**config.mk**
```make
export PLATFORM = sky130hd
export DESIGN_NAME = mux_pipe
export DESIGN_NICKNAME = d
export VERILOG_FILES = /design/src/rtl/mux_pipe_pkg.sv /design/src/rtl/muxn.sv /design/src/rtl/mux_pipe.sv
export SDC_FILE = /design/constraint.sdc
export NUM_CORES = 1
export LEC_CHECK = 0
export ABC_AREA = 1
export BUFFER_PORTS_ARGS = -buffer_cell sky130_fd_sc_hd__buf_2
export CAP_MARGIN = 20
export CORE_UTILIZATION = 49
export DETAILED_ROUTE_END_ITERATION = 6
export GPL_ROUTABILITY_DRIVEN = 0
export PLACE_DENSITY = 0.82
export SETUP_SLACK_MARGIN = 0.05
export SLEW_MARGIN = 10
export SYNTH_ARGS = -nofsm -noshare
export SYNTH_HDL_FRONTEND = slang
export SYNTH_HIERARCHICAL = 1
export SYNTH_SLANG_ARGS = --single-unit
```
**constraint.sdc**
```tcl
create_clock -name clk -period 1.7 [get_ports clk]
set_input_delay 0.34 -clock clk [delete_from_list [all_inputs] [get_ports clk]]
set_output_delay 0.34 -clock clk [all_outputs]
set_load 0.03 [all_outputs]
```
**src/rtl/mux_pipe_pkg.sv**
```systemverilog
// Shared pipeline-control types and constants for the mux_pipe slice.
package mux_pipe_pkg;

  // Occupancy of the two-entry head/skid buffer.
  typedef enum logic [1:0] {
    ST_EMPTY = 2'd0,
    ST_ONE   = 2'd1,
    ST_FULL  = 2'd2
  } pipe_state_e;

  localparam int unsigned PIPE_DEPTH = 2;

endpackage

```
**src/rtl/muxn.sv**
```systemverilog
// Purpose: combinational N-way select with out-of-range detect.
// Latency: 0 cycles (pure combinational).
// Backpressure: none; the caller qualifies the result with its handshake.
module muxn #(
  parameter int WIDTH = 32,
  parameter int N     = 4,
  localparam int SELW = $clog2(N)
) (
  input  logic [N*WIDTH-1:0] d,
  input  logic [SELW-1:0]    s,
  output logic [WIDTH-1:0]   y,
  output logic               sel_err
);

  always_comb begin
    y       = '0;
    sel_err = (int'(s) >= N);
    for (int k = 0; k < N; k++) begin
      if (s == SELW'(k)) y = d[k*WIDTH +: WIDTH];
    end
  end

endmodule

```
**src/rtl/mux_pipe.sv**
```systemverilog
// Purpose: registered N-way mux behind a 2-entry head/skid buffer.
// Latency: 1 cycle when empty; sustains 1 beat/cycle with out_ready high.
// Backpressure: in_ready is registered (state != FULL), never combinational on out_ready.
module mux_pipe
  import mux_pipe_pkg::*;
#(
  parameter int WIDTH = 32,
  parameter int N     = 4,
  localparam int SELW = $clog2(N)
) (
  input  logic               clk,
  input  logic               reset,
  input  logic [N*WIDTH-1:0] d,
  input  logic [SELW-1:0]    s,
  input  logic               in_valid,
  output logic               in_ready,
  input  logic               flush,
  output logic [WIDTH-1:0]   y,
  output logic               sel_err,
  output logic               out_valid,
  input  logic               out_ready
);

  pipe_state_e      state, state_nxt;
  logic [WIDTH-1:0] mux_y, head_dat, skid_dat;
  logic             mux_err, head_err, skid_err, in_ready_q;
  logic             accept, xfer;
  logic             load_head_new, load_head_skid, load_skid;

  muxn #(.WIDTH(WIDTH), .N(N)) u_muxn (
    .d       (d),
    .s       (s),
    .y       (mux_y),
    .sel_err (mux_err)
  );

  assign in_ready  = in_ready_q;
  assign out_valid = (state != ST_EMPTY);
  assign y         = head_dat;
  assign sel_err   = head_err;
  assign accept    = in_valid && in_ready_q;
  assign xfer      = out_valid && out_ready;

  always_comb begin
    state_nxt      = state;
    load_head_new  = 1'b0;
    load_head_skid = 1'b0;
    load_skid      = 1'b0;
    case (state)
      ST_EMPTY: begin
        if (accept) begin
          state_nxt     = ST_ONE;
          load_head_new = 1'b1;
        end
      end
      ST_ONE: begin
        if (accept && xfer) begin
          load_head_new = 1'b1;
        end else if (accept) begin
          state_nxt = ST_FULL;
          load_skid = 1'b1;
        end else if (xfer) begin
          state_nxt = ST_EMPTY;
        end
      end
      ST_FULL: begin
        if (xfer) begin
          state_nxt      = ST_ONE;
          load_head_skid = 1'b1;
        end
      end
      default: state_nxt = ST_EMPTY;
    endcase
    // Flush beats any same-cycle accept: the offered beat is dropped.
    if (flush) begin
      state_nxt      = ST_EMPTY;
      load_head_new  = 1'b0;
      load_head_skid = 1'b0;
      load_skid      = 1'b0;
    end
  end

  always_ff @(posedge clk) begin
    if (reset) begin
      state      <= ST_EMPTY;
      in_ready_q <= 1'b1;
      head_dat   <= '0;
      head_err   <= 1'b0;
      skid_dat   <= '0;
      skid_err   <= 1'b0;
    end else begin
      state      <= state_nxt;
      in_ready_q <= (state_nxt != ST_FULL);
      if (load_head_new) begin
        head_dat <= mux_y;
        head_err <= mux_err;
      end else if (load_head_skid) begin
        head_dat <= skid_dat;
        head_err <= skid_err;
      end
      if (load_skid) begin
        skid_dat <= mux_y;
        skid_err <= mux_err;
      end
    end
  end

endmodule

```
Word level (Yosys, flattened, before mapping)
Index checks and enable logic that the tools add are counted.
Widths: inputs -> output; s select.
{"block": "word_totals", "ff_bits": 67, "latchBits": 0, "mem_bits_rw": 0, "rom_bits": 0, "input_bits": 135, "output_inout_bits": 35, "wordCells": 40, "n_memories": 0}
{"block": "op_classes", "n_addsub": 0, "multipliers": 0, "div": 0, "n_lt_le_gt_ge": 0, "eq_ne": 6, "shift": 0, "n_mux": 23, "bitwise_logic": 0, "reduce_logical": 7}
{"op": "$mux 32", "n": 6}
{"op": "$mux 2", "n": 6}
{"op": "$mux 1", "n": 9}
{"op": "$eq 2x2->1 const B", "n": 3}
{"op": "$pmux 2 s3", "n": 1}
{"op": "$eq 2x1->1 const B", "n": 2}
{"op": "$logic_not 2->1", "n": 2}
{"op": "$reduce_bool 2->1", "n": 2}
{"op": "$logic_and 1x1->1", "n": 3}
{"op": "$ne 2x2->1 const B", "n": 1}
{"op": "$pmux 1 s2", "n": 1}

Logic depth before layout (Yosys ltp)
Gate-level depths: netlist (run 1).
{"block": "depth", "depth_word": 8, "ltp_mapped": 9, "depth_no_buf": 7}

Modules after synthesis
The synthesis (run 1) kept the hierarchy.
{"mod": "mux_pipe", "n_inst": 1, "cells_per_inst": 454, "area_per_inst_um2": 3044.2, "seq_area_each_um2": 1381.3}
{"mod": "muxn", "n_inst": 1, "cells_per_inst": 188, "area_per_inst_um2": 979.7, "seq_area_each_um2": 0.0}

Worst setup path after synthesis (run 1)
No wires, ideal clock.
{"block": "synth_path", "path_type": "register to register", "start": "reg in_ready_q, in the netlist in_ready", "end": "reg skid_dat[10]", "setup_time_ps": 114, "arrival_time_ps": 1501, "t_required_ps": 1586, "setup_slack_ps": 85, "stages_incl_launch_ff": 7, "path_buffers": 1, "period_less_slack_ps": 1615, "cell_sequence": "dfxtp_1 nand2_1 nor3_4 nand3_1 clkbuf_1 o21ai_1 nor2_1"}
{"block": "synth_between", "elab_chain_len": 5, "elab_cells_between_ends": 6, "classes_between": "4 x mux; 2 x reduce/logical"}
{"element": "start: declaration", "line": "mux_pipe.sv:26", "text": "logic mux_err, head_err, skid_err, in_ready_q;"}
{"element": "start signal: assignment", "line": "mux_pipe.sv:93", "text": "in_ready_q <= (state_nxt != ST_FULL);"}
{"element": "$logic_and 1x1->1 (*)", "line": "mux_pipe.sv:41", "text": "assign accept = in_valid && in_ready_q;"}
{"element": "$mux 1 or $logic_and 1x1->1 (tied branches)", "line": "mux_pipe.sv:59, mux_pipe.sv:57"}
{"element": "$mux 1 (*)", "line": "mux_pipe.sv:57", "text": "if (accept && xfer) begin"}
{"element": "$mux 1 (*)", "line": "mux_pipe.sv:49", "text": "case (state)"}
{"element": "$mux 1 (*)", "line": "mux_pipe.sv:75", "text": "if (flush) begin"}
{"element": "end signal: assignment", "line": "mux_pipe.sv:102", "text": "skid_dat <= mux_y;"}
{"element": "end: declaration", "line": "mux_pipe.sv:25", "text": "logic [WIDTH-1:0] mux_y, head_dat, skid_dat;"}
Mark *: on every way between the ends. The rest lies on a longest branch, timed or not.
A chain may end at the register's enable or synchronous reset.

Worst setup path in the final report (run 1)
{"block": "layout_path", "start": "reg state[0]", "end": "out out_valid"}
{"block": "layout_between", "elab_chain_len": 1}
{"element": "start: declaration", "line": "mux_pipe.sv:24", "text": "pipe_state_e state, state_nxt;"}
{"element": "start signal: assignment", "line": "mux_pipe.sv:92", "text": "state <= state_nxt;"}
{"element": "$reduce_bool 2->1", "line": "mux_pipe.sv:38", "text": "assign out_valid = (state != ST_EMPTY);"}
{"element": "end: declaration", "line": "mux_pipe.sv:20", "text": "output logic out_valid,"}
Every way passes these cells.

==> run metrics, run 1 <==
outcome=finished clean; post-route antenna net violation count=0; worst-margin pin slew=roughly 0.56 ns; Layout Nets=approximately 900; Comb power frac=0.220; Post-Syn Area per Cell=about 6.3 um^2; Detail Placement HPWL=about 8.7 mm; syn nets=around 800; prevailing post-synth register cell=dfxtp_1; CTS tree=yes; worst-skew pair later-pin latency=0.35 ns; ys async rst share=0; Max VDD drop=0.492 mV; Tcrit/Tclk final=0.877; wire per inst=13.5 um; setup ws final=about 0.21 ns; crit start category=flip-flop; Detailed Route WL=between 10 and 15 mm; Pre-antenna DRT Iters=5; CP Max Fanout=7; fin area=slightly above 5000 um^2; root buffer selected by CTS=clkbuf_8; Gates resized, CTS repair=0; Clock Sinks=69; Max transition margin=0.625; MaxCap Viol Count=0; Core ar.=a little under 8000 um^2; most numerous cell in the Yosys netlist=nand3_1; buffers added on ports=between 150 and 200; Ys Warns=6; Final setup viols=0; power after layout=between 4000 and 5000 uW; Switching Share=0.301; worst hold path type=in -> reg; sequential element share of the synthesized area=0.343; FF+latch count, synth=between 60 and 70; Post-Syn Area=between 4000 and 5000 um^2; Post-Route Utilization=0.654; Die H=approximately 93 um; area leader, netlist=dfxtp_1; Final Slew Violations=0; H-tree levels=3; setup_tns=0 ns; setup bufs post-CTS=0; initial antenna violation count=0; PD cells=approximately 810 nW/um^2; clk buf depth=2; Post-synth EDFFs=0; WP data arrival=1.15 ns; DR vias/cell=approximately 5.4; Iter 0 DRT Violations=between 300 and 400; ant diodes=0; Cells after Synth=between 600 and 700; Clock transition at path regs=about 0.070 ns; Commonest cells post-synth=163 x nand3_1, 136 x nand2_1, 69 x dfxtp_1, 69 x nor2_1, 37 x inv_1; number of global-route vias before repair=between 4,000 and 5,000; final hold viol count=0; post-synthesis cell type count=19; Via Count=between 4,000 and 5,000; die area=8580 um^2; worst path required time=around 1.4 ns; clock share of power=0.362; synth top area cells=dfxtp_1 34%, nand3_1 20%, nand2_1 13%; sequential group share of total power=0.418; Lkg Pwr=about 0.0025 uW; grt total ovfl=0; total track usage=0.286; DRC=0; fillcell total=738; die extent in x=between 90 and 100 um; Layout Skew=slightly below 0.008 ns; Hold Buf Count CTS=0; Boundary Pins=170; first-pass GRT wire length=~20 mm; Starting Density=0.513; crit path kind=reg -> out; dpl cell area=around 5000 um^2; crit end category=output pin; fin crit period=~1.5 ns; Power Internal=between 2000 and 3000 uW; largest net degree at the start of global routing=46; Num CTS Buffers=9; P&R area growth vs syn=27.5%; ratio of cells with drive above 1 in the final layout=0.272; share of the synthesized area in the top cell type=0.343; Psw=1250 uW; FP Rows=32; Fmax=~0.67 GHz; Place WS=around 0.040 ns; RSZ-0062 raised after global routing=no
==> worst max-delay path: stages (launching register included) <==
cell     delay (ns)
dfxtp_1        0.48
nor2_1         0.09
inv_1          0.05
buf_2          0.18
==> registers in the layout (all words and copies together) (netlist names) <==
register / flops
state: 2
skid_err: 1
skid_dat: 32
y: 32
in_ready: 1
sel_err: 1
==> power groups by stage <==
stage / clock network (uW) / logic (uW) / registers, uW
2_1_floorplan: 0 / 471 / 1880
3_3_place_gp: 0 / 891 / 1770
3_5_place_dp: 0 / 908 / 1780
4_1_cts: 1510 / 912 / 1740
5_1_grt: 1580 / 1010 / 1750
6_report: 1510 / 915 / 1740
==> layout by cell type (no fill, tap or decap), drive strengths merged, types with 11 or more instances in the layout <==
| master | count |
|---|---|
| buf | 193 |
| nand3 | 163 |
| nand2 | 136 |
| nor2 | 70 |
| dfxtp | 69 |
| inv | 40 |
| a21oi | 35 |
| o21ai | 35 |
| nand4 | 33 |
| clkbuf | 11 |
==> per-layer routing <==
layer	vias to the layer above	routed length [um]	global-route usage
met5	-	0	0
met2	223	5770	0.492
met3	24	836	0.0337
li1	2434	-	-
met1	2175	5240	0.363
met4	0	236	0.113
==> cells by family after synthesis <==
logic type | count (synthesis) | synth area share
and+or+nand+nor | 404 | 0.453
buffers and inverters | 97 | 0.113
AOI/OAI and AO/OA | 70 | 0.0871
DFF | 69 | 0.343
xor gates and xnor gates | 1 | 0.00218
other | 1 | 0.000932
==> final cells by class <==
class,count,area [um^2],area share
flip-flops and latches,69,1380,0.269
clock inverters,5,83.8,0.0163
well taps,102,128,0.0249
repair buffers,193,1050,0.205
inverters,40,150,0.0293
multi-input cells,476,2200,0.428
clock buffers,11,141,0.0275
==> path summary, 6_finish.rpt <==
path	start	end	slack [ns]	depth (start not counted)
worst max-delay path	state[0]	out_valid	0.21	3
worst min-delay path	out_ready	in_ready	0.30	3
worst max register to register	in_ready	y[2]	0.23	6
worst min register to register	y[29]	y[29]	0.48	2
==> per-stage QoR <==
stage | hold slack (ns) | std cells
3_3_place_gp | 0.461 | 880
5_1_grt | 0.320 | 896
3_5_place_dp | 0.471 | 880
2_1_floorplan | 0.455 | 642
4_1_cts | 0.297 | 896
6_report | 0.299 | 896
(Power assumes the default switching activity.)
==> run 2, diff against run 1 <==
Settings changed: MAX_ROUTING_LAYER set to met4, PLACE_DENSITY 0.82 to 0.81.
==> run 2 against run 1 <==
Net effect: via count up 0.72%; combinational power about the same; wire length up 3.6%; first-iteration DRC count down 13%; worst setup slack worse by 0.032 ns; sequential share of layout area about the same.
==> run metrics, run 2 (synthesis gave the netlist of run 1 again) <==
Via Count=around 5,000; grt total ovfl=0; end of the critical path=y[7]; Num CTS Buffers=9; Max VDD drop=around 0.37 mV; Die H=92.6 um; P&R area growth vs syn=27.3%; worst hold path type=in -> reg; ant diodes=0; DR top layer=met4; commonest non-fill, non-tap cells in the layout=169 x buf_2, 163 x nand3_1, 135 x nand2_1; crit path cell chain=nor3_4 -> buf_4 -> buf_4 -> nand3_1 -> nand2_1 -> a21oi_1; DRC=0; crit end category=flip-flop; post-route antenna net violation count=0; R2R setup slack=approximately 0.18 ns; Pre-antenna DRT Iters=5; first-pass GRT wire length=between 15 and 20 mm; clk buf depth=2; worst-margin pin slew=0.560 ns; buffers added on ports=169; Starting Density=0.513; setup ws final=~0.18 ns; reg2reg end=y[7]; Final Slew Violations=0; Clock Sinks=69; worst r2r src=state[1]; power after layout=4020 uW; Clock transition at path regs=around 0.08 ns; crit path kind=reg -> reg; number of global-route vias before repair=between 4,000 and 5,000; WL met2=about 5.8 mm; reg2reg path depth=6; WP data arrival=1.75 ns; setup_tns=0 ns; Place WS=0.0897 ns; largest net degree at the start of global routing=45; MaxCap Viol Count=0; worst-skew pair later-pin latency=between 0.3 and 0.4 ns; PD cells=~780 nW/um^2; wire per inst=between 10 and 15 um; Layout Nets=about 920; CP most frequent cell=buf_4; DR vias/cell=5.46; WL met3=between 1 and 1.5 mm; Iter 0 DRT Violations=between 200 and 300; die extent in x=92.6 um; Layout Skew=around 0.0066 ns; Final setup viols=0; M1 WL=~5.3 mm; Detailed Route WL=~13 mm; RSZ-0062 raised after global routing=no; dpl cell area=4900 um^2; total track usage=0.300; CP Max Fanout=22; Core ar.=between 7000 and 8000 um^2; worst path required time=1.92 ns; die area=roughly 8600 um^2; final hold viol count=0; root buffer selected by CTS=clkbuf_8; Max transition margin=0.626; Crit. Startpoint=state[1]; FP Rows=32; Fmax=0.657 GHz; Slowest-stage cell, CP=dfxtp_1; commonest non-fill, non-tap cell in the layout=buf_2; initial antenna violation count=0; outcome=finished clean; crit start category=flip-flop; fin area=5120 um^2; fin crit period=1.52 ns; H-tree levels=3; Boundary Pins=170; Tcrit/Tclk final=0.896; ratio of cells with drive above 1 in the final layout=0.272; CP peak stage delay=0.38 ns; Lkg Pwr=approximately 0.0025 uW; Detail Placement HPWL=approximately 9.0 mm; Hold Buf Count CTS=0; CTS tree=yes
-- run 2: critical path, delay by kind of cell (launching register included) --
family / cells / cell delay, ns
DFF: 1 / 0.38
AOI/OAI and AO/OA: 1 / 0.06
and+or+nand+nor: 3 / 0.42
buffers and inverters: 2 / 0.53
-- run 2: worst min path at each step --
stage	start	to	slack [ns]	depth (start not counted)
2_1_floorplan	skid_dat[0]	skid_dat[0]	0.46	2
3_5_place_dp	y[7]	y[7]	0.47	2
6_report	reset	in_ready	0.27	3
4_1_cts	reset	in_ready	0.26	3
3_3_place_gp	skid_dat[14]	skid_dat[14]	0.46	2
5_1_grt	reset	in_ready	0.30	3
-- run 2: per-stage QoR --
stage | cells | hold slack [ns] | util
2_1_floorplan | 642 | 0.455 | -
3_3_place_gp | 878 | 0.462 | 0.625
3_5_place_dp | 878 | 0.471 | 0.625
4_1_cts | 894 | 0.264 | 0.650
5_1_grt | 896 | 0.296 | 0.653
6_report | 896 | 0.267 | 0.653
-- run 2: report_power, final --
part	internal, uW	leakage (uW)	switching (uW)
logic	343	0.00181	572
registers	1690	0.000563	45.3
clock network	715	0.000106	649
-- run 2: metal layers --
layer | GRT usage | vias to the layer above
met4 | 0.108 | 0
met5 | - | -
met2 | 0.479 | 279
li1 | - | 2435
met1 | 0.379 | 2150
met3 | 0.0567 | 27
-- run 2: timing repair --
action / CTS / global route
setup buffers: 0 / 2
resized for setup: 0 / 1
endpoints found under the setup margin: 0 / 12
-- run 2: cell type report --
cell class                      count  area, um^2
Fill cell                         741        2730
Multi-Input combinational cell    476        2200
Sequential cell                    69        1380
Timing Repair Buffer              193        1070
Inverter                           40         150
Clock buffer                       10         138
Tap cell                          102         128
Clock inverter                      6        62.6
==> run 3, diff against run 2 <==
Settings changed: BUFFER_PORTS_ARGS -buffer_cell sky130_fd_sc_hd__buf_2 to not set, CORE_UTILIZATION 49 to 64, DONT_BUFFER_PORTS set to 1, PLACE_DENSITY 0.81 to 0.79, RECOVER_POWER set to 50.
==> run 3 against run 2 <==
Net effect: combinational power is 42% lower; wire length decreased by 6.3%; sequential cell count unchanged; core utilization increased by 5.5 points; via count is 13% lower; final cell count shrank 23%; critical path type unchanged.
==> run metrics, run 3 (synthesis gave the netlist of run 1 again) <==
outcome=finished clean; ant diodes=0; reg2reg path depth=5; WP data arrival=around 1.8 ns; RSZ-0062 raised after global routing=no; Final Slew Violations=0; worst-skew pair later-pin latency=between 0.3 and 0.4 ns; wire per inst=about 17 um; Hold Path Cell Cnt=1; clk buf depth=2; Starting Density=0.672; Tcrit/Tclk final=0.896; first-pass GRT wire length=17.3 mm; MaxCap Viol Count=0; clock share of power=0.408; Fmax=around 0.66 GHz; root buffer selected by CTS=clkbuf_8; FP Rows=28; setup_tns=0 ns; Comb power frac=0.131; worst path required time=around 1.9 ns; Iter 0 DRT Violations=380; Via Count=around 4,300; fin crit period=1.52 ns; worst r2r src=state[1]; commonest non-fill, non-tap cells in the layout=163 x nand3_1, 135 x nand2_1, 69 x nor2_1, 69 x dfxtp_1, 37 x inv_1; ratio of cells with drive above 1 in the final layout=0.0601; commonest non-fill, non-tap cell in the layout=nand3_1; Worst Hold Launch=reset; H-tree levels=3; Max transition margin=0.634; worst-margin pin slew=around 0.55 ns; DRC=0; grt total ovfl=0; placed cells=~680; Layout Skew=between 0.008 and 0.009 ns; crit path kind=reg -> reg; largest net degree at the start of global routing=between 60 and 70; buffers added on ports=0; Num CTS Buffers=9; Boundary Pins=between 150 and 200; Detail Placement HPWL=7.89 mm; Hold Buf Count CTS=0; DR vias/cell=between 6 and 7; Final setup viols=0; power after layout=~4000 uW; sequential group share of total power=0.461; Die H=~81 um; number of global-route vias before repair=about 3,500; crit start category=flip-flop; P&R area growth vs syn=5.32%; Psw=1140 uW; Post-Route Utilization=0.707; Switching Share=0.282; Pre-antenna DRT Iters=5; Power Internal=around 2900 uW; crit end category=flip-flop; CTS tree=yes; Lkg Pwr=~0.0018 uW; PD cells=954 nW/um^2; Final Non-Filler Cells=a little under 700; die extent in x=about 80 um; worst hold path type=in -> reg; initial antenna violation count=0; Core ar.=roughly 6000 um^2; post-route antenna net violation count=0; final hold viol count=0; reg2reg end=skid_dat[0]; Clock transition at path regs=approximately 0.080 ns; Max VDD drop=approximately 0.60 mV; Layout Nets=746; CP Max Fanout=33; Clock Sinks=between 60 and 70; R2R setup slack=between 0.15 and 0.2 ns; die area=approximately 6600 um^2; Hold Path Sink=y[18]; Detailed Route WL=between 10 and 15 mm; total track usage=0.357
[run 3: worst max-delay path: stages, from the launching register on]
cell,delay [ns]
dfxtp_1,0.39
nor3_4,0.29
nand3_1,0.20
buf_6,0.26
o21ai_0,0.20
nor2_1,0.07
[run 3: metrics by stage]
stage | setup WS (ns) | cell area [um^2] | hold WS [ns]
after floorplan | 0.0852 | 4020 | 0.455
after global placement | 0.228 | 3980 | 0.413
after detailed placement | 0.104 | 3980 | 0.415
after CTS | 0.0757 | 4230 | 0.0436
after global routing | 0.0526 | 4240 | 0.0462
final | 0.177 | 4240 | 0.0413
[run 3: per-layer routing]
layer	wire, um	track usage	vias up	share of wire
met4	229	0.120	0	0.020
met2	5610	0.573	230	0.48
li1	-	-	2075	-
met1	4670	0.448	1928	0.40
met3	1210	0.0674	24	0.10
met5	0	-	-	0
[run 3: power by group through the flow]
stage               sequential, uW  combinational (uW)  clock, uW
floorplan                     1880                 471          0
global placement              1900                 505          0
detailed placement            1900                 520          0
CTS                           1860                 523       1650
global route                  1870                 598       1710
finish                        1860                 530       1650
[run 3: how the worst max path moves through the flow]
stage / start / endpoint
after floorplan: in_ready / skid_dat[10]
after CTS: state[1] / skid_dat[0]
after global placement: state[1] / y[16]
final: state[1] / skid_dat[0]
after detailed placement: state[1] / skid_dat[0]
after global routing: state[1] / y[6]
[run 3: repair_timing]
| action | 4_1_cts | 5_1_grt |
|---|---|---|
| endpoints found under the hold margin | 0 | 0 |
| gates resized for setup | 0 | 4 |
| setup buffers | 0 | 0 |
| setup endpoints to repair | 0 | 61 |
[run 3: area by class of cell]
type | instances | area, um^2
clock buffers | 10 | 138
fillers | 524 | 1750
flip-flops and latches | 69 | 1380
well taps | 75 | 93.8
repair buffers | 15 | 166
inverters | 40 | 153
multi-input cells | 476 | 2200
clock inverters | 6 | 110
